--- src/rtl/vga_timing_gen.sv ---
`timescale 1ns/1ps
// Purpose : free-running clock divider and 640x480@60 VGA raster timing (pixel = clock/2).
// Latency : hsync/vsync/inDispArea are registered alongside hcount/vcount, so there is no skew between them.
// Backpress: none; the block free-runs from reset. Optional frame_end strobe under `VGA_FRAME_TICK_EN`.
module vga_timing_gen #(
    parameter int CNT_WIDTH = 24,
    parameter int H_VISIBLE = 640,
    parameter int H_FP      = 16,
    parameter int H_SYNC    = 96,
    parameter int H_BP      = 48,
    parameter int V_VISIBLE = 480,
    parameter int V_FP      = 10,
    parameter int V_SYNC    = 2,
    parameter int V_BP      = 33
) (
    input  logic                 clock,
    input  logic                 reset,
    output logic [CNT_WIDTH-1:0] out,
    output logic                 pix_en,
    output logic [9:0]           hcount,
    output logic [9:0]           vcount,
    output logic                 hsync,
    output logic                 vsync,
    output logic                 inDispArea
`ifdef VGA_FRAME_TICK_EN
    ,
    output logic                 frame_end
`endif
);

    localparam int H_TOTAL      = H_VISIBLE + H_FP + H_SYNC + H_BP;
    localparam int V_TOTAL      = V_VISIBLE + V_FP + V_SYNC + V_BP;
    localparam int H_SYNC_START = H_VISIBLE + H_FP;
    localparam int H_SYNC_END   = H_VISIBLE + H_FP + H_SYNC;
    localparam int V_SYNC_START = V_VISIBLE + V_FP;
    localparam int V_SYNC_END   = V_VISIBLE + V_FP + V_SYNC;

    logic [9:0] hcountNext;
    logic [9:0] vcountNext;
    logic       hWrap;
    logic       vWrap;

    // Pixel step happens on even divider values, i.e. every other clock.
    assign pix_en = ~out[0];

    // Next raster position; decode registers look at this so they line up with the counters.
    always_comb begin
        hcountNext = hcount;
        vcountNext = vcount;
        hWrap      = (hcount == 10'(H_TOTAL - 1));
        vWrap      = (vcount == 10'(V_TOTAL - 1));
        if (pix_en) begin
            if (hWrap) begin
                hcountNext = 10'd0;
                vcountNext = vWrap ? 10'd0 : vcount + 10'd1;
            end else begin
                hcountNext = hcount + 10'd1;
            end
        end
    end

    // Free-running divider, wraps naturally at 2^CNT_WIDTH.
    always_ff @(posedge clock or posedge reset) begin
        if (reset) begin
            out <= '0;
        end else begin
            out <= out + CNT_WIDTH'(1);
        end
    end

    // Raster counters.
    always_ff @(posedge clock or posedge reset) begin
        if (reset) begin
            hcount <= 10'd0;
            vcount <= 10'd0;
        end else begin
            hcount <= hcountNext;
            vcount <= vcountNext;
        end
    end

    // Sync and display-area decode of the upcoming position, registered with the counters.
    always_ff @(posedge clock or posedge reset) begin
        if (reset) begin
            hsync      <= 1'b1;
            vsync      <= 1'b1;
            inDispArea <= 1'b1;
        end else begin
            hsync      <= !((hcountNext >= 10'(H_SYNC_START)) && (hcountNext < 10'(H_SYNC_END)));
            vsync      <= !((vcountNext >= 10'(V_SYNC_START)) && (vcountNext < 10'(V_SYNC_END)));
            inDispArea <= (hcountNext < 10'(H_VISIBLE)) && (vcountNext < 10'(V_VISIBLE));
        end
    end

`ifdef VGA_FRAME_TICK_EN
    // Per-frame strobe held for the whole last visible pixel (two clocks).
    always_ff @(posedge clock or posedge reset) begin
        if (reset) begin
            frame_end <= 1'b0;
        end else begin
            frame_end <= (hcountNext == 10'(H_VISIBLE - 1)) && (vcountNext == 10'(V_VISIBLE - 1));
        end
    end
`endif

endmodule

--- config.mk ---
export PLATFORM = sky130hd
export DESIGN_NAME = vga_timing_gen
export DESIGN_NICKNAME = d
export VERILOG_FILES = /design/src/rtl/vga_timing_gen.sv
export SDC_FILE = /design/constraint.sdc
export NUM_CORES = 1
export LEC_CHECK = 0
export CAP_MARGIN = 20
export CORE_MARGIN = 5
export CORE_UTILIZATION = 50
export CTS_CLUSTER_DIAMETER = 100
export DETAILED_ROUTE_END_ITERATION = 7
export PLACE_DENSITY = 0.78
export SLEW_MARGIN = 20
export SYNTH_ARGS = -nofsm -noshare
export SYNTH_HDL_FRONTEND = slang
export SYNTH_SLANG_ARGS = --single-unit
--- constraint.sdc ---
create_clock -name clock -period 2.58 [get_ports clock]
set_input_delay 0.516 -clock clock [delete_from_list [all_inputs] [get_ports clock]]
set_output_delay 0.516 -clock clock [all_outputs]
set_load 0.02 [all_outputs]
==> results by group <==
Clocking
  – CTS Sinks: 47
  – CTS buffer count: 5
  – Cts repair resizes: 0
  – CTS H-tree depth: 2
  – CTS clock-pin slew for the worst setup and hold paths: roughly 0.090 ns
  – Hold buffer count at cts: 0
  – CTS root buffer: clkbuf_8
  – Post-CTS setup repair buffer count: 0
  – Worst skew pair latency: 0.29 ns
  – Clock buffer depth: 2
  – TritonCTS clock tree: done

STA
  – Setup-failing EPs final: 0
  – Worst-Margin Slew: 0.5006 ns
  – Setup TNS: 0 ns
  – Clk_skew: around 0.0058 ns
  – Period utilization: about 90%
  – Slew margin rel.: 66.56%
  – Fmax: around 430 MHz
  – Final hold vios: 0
  – Final Critical Period: between 2 and 2.5 ns
  – Unrepaired setup endpoints after global routing: false
  – Max Slew Vio Count: 0

Worst setup path
  – Crit. End Element: flop
  – Beginning of the critical path: hcount[5]
  – Worst R2R Start: hcount[5]
  – Crit-path max FO: 9
  – Critical path class: flop to flop
  – Startpoint types: flop
  – Critical Path AT: between 2 and 3 ns
  – Worst EP required: 2.79 ns

Route
  – DRC: 0
  – Iter 0 DRT Violations: 106
  – DRT Pass-1 Iters: 5
  – Wire length per cell: 14.67 um
  – Vias per cell: approximately 5.6
  – Routed Antenna Nets: 0
  – Drt total wl: 5354 um
  – Via count: 2029

Floorplan
  – Num ports: 50
  – Initial core utilization: 51.55%
  – Die area: 6402 um^2
  – Die H: 80.02 um
  – CORE AREA: 4755 um^2
  – Rows: 25
  – Die W: 80.02 um

Cells and area
  – Layout net count: approximately 300
  – Most frequent cells in the layout: 49 x clkdlybuf4s50_1, 44 x dfrtp_1, 27 x nor2_1
  – Non-Filler Instances: 365
  – Layout cell share with drive strength beyond 1: under 10%
  – Area Overhead vs Synth: 27.51%
  – Commonest non-fill, non-tap cell in the layout: clkdlybuf4s50_1
  – Ant. Diodes: 0

Global routing
  – Met3 Use GR: 3.950%
  – Largest net degree at the start of global routing: 26
  – Vias in the first global route: between 2000 and 2500
  – Gr ovfl total: 0
  – First-pass GRT wire length: 9128 um
  – GRT met2 Usage: 30.46%
  – GRT Util Overall: 17.99%
  – Busiest grt layer: met2
  – Met1 Usage GRT: 22.69%
  – Antenna violations before repair: 0

Place
  – HPWL after detailed placement: 3876 um
  – Port bufs: 49
  – Placed Cells: 357
  – GPL Wtd Cong: 0.8137

Synth
  – Async set or reset register ratio after synthesis: 100.0%
  – Mapped Cells: 250
  – Ys flop type: dfrtp_1
  – Area fraction in compound gates after synthesis: 10.52%
  – Simple-Gate Fraction of Synth Area: 24.04%
  – Xor-xnor portion of the synthesized cell area: between 10% and 20%
  – Seq cells post-synth: 47
  – Post-synthesis mux area share: 0.4084%
  – Number of synthesized flops with an enable pin: 0
  – Synth Area in Adders: 2.042%
  – Seq/Total Area, Yosys: 48.14%
  – Synth warnings: 0
  – Syn_area_per_cell: between 9 and 10 um^2
  – Synth Net Count: 256
  – Synthesized cell area: 2451 um^2
  – Largest family of logic cells by synthesized area: simple AND/OR/NAND/NOR gates
  – Yosys cell types: 52

Worst hold path
  – HP Class: flop to flop
  – Hold_sp: out[23]

Power
  – Tot Pwr: approximately 1400 uW
  – Maximum vdd drop: 0.0002036 V
  – PD cells: 441.1 nW/um^2
  – Pleak: 0.001314 uW

Job
  – Max cap viols: 0

Outcome
  – Run status: completed
==> sequential cells by signal, indices dropped and copies added (netlist names) <==
name and cells:
vcount 10, vsync 1, hcount 10, inDispArea 1
out 24, hsync 1
==> worst paths after layout <==
kind / slack, ns / depth (start not counted) / to
worst max-delay path: 0.27 / 5 / inDispArea
worst min-delay path: 0.48 / 1 / out[23]
worst max register to register: 0.27 / 5 / inDispArea
worst min register to register: 0.48 / 1 / out[23]
max in group asynchronous: 1.44 / 3 / hsync
min in group asynchronous: 0.56 / 2 / out[12]
==> cell usage after synthesis, types with 3 or more instances <==
library cell / count / area share, %
nand2_1: 26 / 4.0
and2_1: 3 / 0.77
nor3_1: 8 / 1.6
dfstp_2: 3 / 3.2
or3_1: 4 / 1.0
a21oi_1: 3 / 0.61
xor2_1: 15 / 5.4
a41oi_1: 3 / 1.1
nor2_1: 27 / 4.1
inv_1: 11 / 1.7
nand4_1: 6 / 1.5
nand3_1: 17 / 3.5
and3_1: 3 / 0.77
clkbuf_1: 6 / 0.92
nand2b_1: 3 / 0.77
o21ai_0: 6 / 1.2
dfrtp_1: 44 / 45
ha_1: 4 / 2.0
xnor2_1: 15 / 5.4
and4_1: 3 / 1.1
o31ai_1: 4 / 1.2
==> report_power, final <==
| group | internal (uW) | total, uW | switching, uW |
|---|---|---|---|
| Clock | 387 | 624 | 237 |
| Combinational | 4.48 | 18.8 | 14.3 |
| Sequential | 736 | 736 | 0 |
==> cells by family (layout without fill, tap and decap cells) <==
family,Yosys count,in the layout
muxes,1,1
DFF,47,47
buffers and inverters,22,70
and+or+nand+nor,112,112
AOI/OAI and AO/OA,34,34
adders and majority gates,4,4
xor gates and xnor gates,30,30
==> layer usage <==
layer,wire [um],up-vias
met5,0,-
met4,66,0
met3,301,8
met2,2604,65
met1,2382,985
li1,-,971
==> stage by stage <==
step | setup WS [ns] | hold WS (ns) | cell area, um^2 | util (%)
6_report | 0.2668 | 0.4818 | 3126 | 65.74
5_1_grt | 0.1109 | 0.5172 | 3126 | 65.74
4_1_cts | 0.2915 | 0.4858 | 3126 | 65.74
3_5_place_dp | 0.3667 | 0.4727 | 2993 | 62.95
3_3_place_gp | 0.3795 | 0.4591 | 2993 | 62.95
2_1_floorplan | 0.2697 | 0.5777 | 2451 | -
==> layout make-up <==
| class | count | area [um^2] |
|---|---|---|
| fill | 402 | 1629 |
| sequential | 47 | 1180 |
| multi-input combinational | 181 | 1170 |
| timing repair buffer | 51 | 518.0 |
| tap | 67 | 83.83 |
| clock buffer | 6 | 72.57 |
| clock inverter | 2 | 60.06 |
| inverter | 11 | 41.29 |
==> critical path, stage by stage (launching register included) <==
cell      delay (ns)
dfrtp_1         0.47
or4b_4          0.61
nor4_4          0.39
a41oi_1         0.23
a211oi_1        0.40
a211oi_1        0.14
(Power assumes the default switching activity.)
